==> config.mk <==
export PLATFORM = sky130hd
export DESIGN_NAME = song_sequencer
export DESIGN_NICKNAME = d
export VERILOG_FILES = /design/src/rtl/song_sequencer.sv
export SDC_FILE = /design/constraint.sdc
export NUM_CORES = 1
export LEC_CHECK = 0
export CELL_PAD_IN_SITES_DETAIL_PLACEMENT = 0
export CELL_PAD_IN_SITES_GLOBAL_PLACEMENT = 2
export CORE_MARGIN = 1
export CORE_UTILIZATION = 26
export DETAILED_ROUTE_END_ITERATION = 6
export PLACE_DENSITY = 0.68
export RECOVER_POWER = 25
export SYNTH_ARGS = -nofsm -noshare
export SYNTH_HDL_FRONTEND = slang
export SYNTH_SLANG_ARGS = --single-unit
==> constraint.sdc <==
create_clock -name clk -period 3.9 [get_ports clk]
set_clock_uncertainty 0.05 [all_clocks]
set_input_delay 0.39 -clock clk [delete_from_list [all_inputs] [get_ports clk]]
set_output_delay 0.39 -clock clk [all_outputs]
set_load 0.01 [all_outputs]
==> src/rtl/song_sequencer.sv <==
// Autoplay song sequencer: steps through one of four 16-note songs once per beat,
// with pause, restart-on-song-change and a one-cycle end-of-song pulse.
module song_sequencer #(
    parameter int unsigned BEAT_CYCLES = 12_500_000,
    parameter int unsigned SONG_LEN    = 16
) (
    input  logic       clk,
    input  logic       rst_n,
    input  logic [2:0] mode,
    input  logic       pause,
    input  logic [1:0] song_num,
    output logic [3:0] note,
    output logic [3:0] note_idx,
    output logic       playing,
    output logic       song_done
);

    localparam logic [2:0]  MODE_AUTO = 3'b011;
    localparam logic [24:0] BEAT_LAST = 25'(BEAT_CYCLES - 1);
    localparam logic [3:0]  IDX_LAST  = 4'(SONG_LEN - 1);
    // Song 0 packed with index 15 in the top nibble.
    localparam logic [63:0] SONG0 = {4'd0, 4'd1, 4'd2, 4'd2, 4'd3, 4'd3, 4'd4, 4'd4,
                                     4'd0, 4'd5, 4'd6, 4'd6, 4'd5, 4'd5, 4'd1, 4'd1};

    typedef enum logic [1:0] {IDLE, PLAY, PAUSED, DONE} state_t;

    state_t      state;
    logic [1:0]  cur_song;
    logic [24:0] beat_cnt;
    logic [3:0]  idx;

    function automatic logic [3:0] rom(input logic [1:0] s, input logic [3:0] i);
        logic [3:0] n;
        case (s)
            2'd0:    n = SONG0[{i, 2'b00} +: 4];
            2'd1:    n = (i[2:0] == 3'd7) ? 4'd0 : {1'b0, i[2:0]} + 4'd1;
            2'd2:    n = (i[2:0] == 3'd7) ? 4'd0 : 4'd7 - {1'b0, i[2:0]};
            default: n = i[0] ? 4'd0 : 4'd1;
        endcase
        return n;
    endfunction

    assign note_idx = idx;

    always_ff @(posedge clk or negedge rst_n) begin
        if (!rst_n) begin
            state     <= IDLE;
            cur_song  <= 2'd0;
            beat_cnt  <= '0;
            idx       <= '0;
            note      <= '0;
            playing   <= 1'b0;
            song_done <= 1'b0;
        end else begin
            song_done <= 1'b0;
            if (mode != MODE_AUTO) begin
                state    <= IDLE;
                cur_song <= 2'd0;
                beat_cnt <= '0;
                idx      <= '0;
                note     <= '0;
                playing  <= 1'b0;
            end else if (state == IDLE || song_num != cur_song) begin
                // (Re)start the selected song; a simultaneous pause lands in PAUSED.
                cur_song <= song_num;
                idx      <= '0;
                beat_cnt <= '0;
                state    <= pause ? PAUSED : PLAY;
                note     <= pause ? 4'd0 : rom(song_num, 4'd0);
                playing  <= !pause;
            end else begin
                case (state)
                    PLAY: begin
                        if (pause) begin
                            state   <= PAUSED;
                            note    <= '0;
                            playing <= 1'b0;
                        end else if (beat_cnt == BEAT_LAST) begin
                            beat_cnt <= '0;
                            if (idx != IDX_LAST) begin
                                idx  <= idx + 4'd1;
                                note <= rom(cur_song, idx + 4'd1);
                            end else begin
                                state     <= DONE;
                                note      <= '0;
                                playing   <= 1'b0;
                                song_done <= 1'b1;
                            end
                        end else begin
                            beat_cnt <= beat_cnt + 25'd1;
                        end
                    end
                    PAUSED: begin
                        // beat_cnt is untouched, so a deferred tick fires right after resume.
                        if (!pause) begin
                            state   <= PLAY;
                            note    <= rom(cur_song, idx);
                            playing <= 1'b1;
                        end
                    end
                    default: ;
                endcase
            end
        end
    end

endmodule

==> flow_summary.ini <==
[outcome]
status = finished with violations
violations = capacitance limit, slew limit

[clock_network]
cts_resized = 0
cts_made_buffers = 5
cts_sinks = 39
clock_path_buffers = 2
ctsHoldBuffers = 0
cts_tree = built
clock_latency_ps = 310
root_buffer = clkbuf_8
htree_num_levels = 2
clk_pin_slew_ps = 100
post-cts-setup-buffer-count = 0

[drt]
wl_per_cell_um = 17.1
drt-initial-drc-count = 94
wirelength_um = 8020
firstDrtPassIters = 4
detail-route-antenna-nets = 0
vias = 2483
drc = 0
via_per_inst = 5.28

[power]
p_leak_nw = 1.13
p_sw_mw = 0.195
p_int_mw = 0.549
irDropWorstVdd_uv = 129
p_per_area_mw_per_mm2 = 234
p_comb_share_pct = 6.2
switching_share_pct = 26.3
p_seq_share_pct = 54.9
power_frac_clock_pct = 38.9
power.total_mw = 0.744

[placed_design]
place_congestion = 0.810
dp_hpwl_um = 5790
place_area_mm2 = 0.00309
port_buffers = 17

[floorplanning]
io_pins = 18
coreArea_mm2 = 0.0104
rows = 37
initial_core_util_pct = 27.0
die_h_um = 106
die_x_um = 106
die_area_mm2 = 0.0112

[global_route]
grt_usage_pct = 15.4
overflow = 0
grt_pass1_wl_um = 13300
grt_max_degree = 40
grt_pass1_vias = 2440
antenna_found_initial = 0

[critical_path]
start_kind = flop
reg2regPathDepth = 6
timing_worst_setup_path_type = flop to flop
cp.required_ps = 4040
critPathBufInv = 1
worstPathCellList = xnor2_1, nand4_1, buf_4, a211oi_4, nor2_1, mux2_2
r2r-start = cur_song[1]$_DFFE_PN0P_
cpLargestDelayFamily = compound AO/OA/AOI/OAI gates
regToRegEndpoint = note[3]$_DFFE_PN0P_
cp.arrival_ps = 2800
reg2reg_slack_ps = 1240
slowest_delay_ps = 680
end_kind = flop
crit_fanout = 19
cp_slowest_cell = a211oi_4

[layout]
final_common_cell = dfrtp_1
final_cell_mix = dfrtp_1, a21oi_1, o21ai_0, nand2_1, nand3_1
final_area_mm2 = 0.00318
fin_util_pct = 30.7
fill_cells = 1145
antennaDiodeCount = 0
syn_to_final_growth_pct = 13.6
fin_nets = 356
drive_above_1_share_pct = 7.19

[min_path]
hold_depth = 1
min_path_type = flop to flop
hold-path-endpoint = playing$_DFFE_PN0P_
hp-start = playing$_DFFE_PN0P_

[timing]
max_freq_mhz = 375
tns_ps = 0
max_slew_margin_pct = -55.6
rsz0062_at_grt = no
fin_crit_ps = 2660
worst_slew_pin_slew_ps = 2330
maxSlewViolCount = 40
final_hold_viol_count = 0
fin_crit_sh_pct = 68.3
setup_viol = 0

[synthesis]
synth_top_area_cell = dfrtp_1
syn-instance-count = 319
ys.flop_type = dfrtp_1
synth-edff-count = 0
syn-mean-instance-area_um2 = 8.77
synthTopCellsByArea = dfrtp_1, ha_1, a21oi_1
yosysTopAreaCellShare_pct = 34.9
syn_area_mm2 = 0.00280
synth_nets = 342
ys_seq_elements = 39
seq_area_frac_synth_pct = 34.9
yosysWarnings = 0
synthArstFlopShare_pct = 100
ys_types = 64

[flow_run]
cap_violations = 1
metal layers:
| metal | share of wire (%) | up-vias | global-route usage [%] |
|---|---|---|---|
| met5 | 0 | - | 0 |
| met4 | 0.97 | 0 | 3.87 |
| met3 | 1.7 | 5 | 2.23 |
| met2 | 44 | 25 | 23.5 |
| met1 | 53 | 1218 | 22.5 |
| li1 | - | 1235 | - |
power groups by stage:
stage / Sequential (mW) / Clock [mW] / Combinational [mW]
2_1_floorplan: 0.416 / 0 / 0.0225
3_3_place_gp: 0.417 / 0 / 0.0466
3_5_place_dp: 0.417 / 0 / 0.0463
4_1_cts: 0.409 / 0.301 / 0.0466
5_1_grt: 0.409 / 0.320 / 0.0513
6_report: 0.409 / 0.290 / 0.0460
flip-flops by register name, summed over array words and instances, names as in the netlist:
register / count
beat_cnt: 25
cur_song: 2
note: 4
note_idx: 4
playing: 1
song_done: 1
state: 2
area by class of cell:
type / instances / area [um^2] / share of cell area, %
timing repair buffer: 19 / 179 / 5.63
clock inverter: 3 / 20.0 / 0.629
sequential: 39 / 976 / 30.7
inverter: 19 / 71.3 / 2.24
multi-input combinational: 249 / 1700 / 53.3
clock buffer: 5 / 68.8 / 2.16
tap: 136 / 170 / 5.35
worst reg2reg max path, cell delays in order (launching register included):
cell and delay (ps):
dfrtp_1 530, xnor2_1 470, nand4_1 140, buf_4 220, a211oi_4 680, nor2_1 150, mux2_2 310
worst max path at each step:
stage / endpoint / slack [ps] / from / cells after the start
finish: note[3]$_DFFE_PN0P_ / 1240 / cur_song[1]$_DFFE_PN0P_ / 6
global route: beat_cnt[11]$_DFFE_PN0P_ / 1000 / beat_cnt[13]$_DFFE_PN0P_ / 5
detailed placement: note[3]$_DFFE_PN0P_ / 1010 / pause / 5
CTS: note[3]$_DFFE_PN0P_ / 1260 / cur_song[1]$_DFFE_PN0P_ / 6
global placement: note[3]$_DFFE_PN0P_ / 1070 / song_num[0] / 7
floorplan: note[2]$_DFFE_PN0P_ / 1660 / note_idx[0]$_DFFE_PN0P_ / 8
kinds of logic after synthesis:
logic type / Yosys count / share of synthesized area, %
compound gates: 89 / 21.5
xor+xnor: 7 / 2.19
fa+ha+maj: 16 / 7.06
buf+inv: 31 / 4.56
flops: 39 / 34.9
mux: 6 / 2.28
simple gates: 131 / 27.6
synth_stat cells (4+ instances only):
cell type,instances
nand2_1,20
nor3b_1,5
nor4b_1,5
or3_1,12
clkbuf_1,8
nor2_1,15
a21o_1,4
nand3_1,19
inv_1,18
o21ai_0,21
a21oi_1,22
dfrtp_1,39
nand3b_1,5
a31oi_1,6
nor4_1,6
nor3_1,6
ha_1,15
xnor2_1,5
nand4_1,10
nand2b_1,4
through the flow:
step / setup slack (ps) / hold WS (ps) / instances
floorplan: 1660 / 44.4 / 319
global placement: 1070 / 439 / 462
detailed placement: 1010 / 452 / 462
CTS: 1260 / 215 / 470
global route: 1000 / 489 / 470
finish: 1240 / 469 / 470
Power figures use the tool's default switching activity.
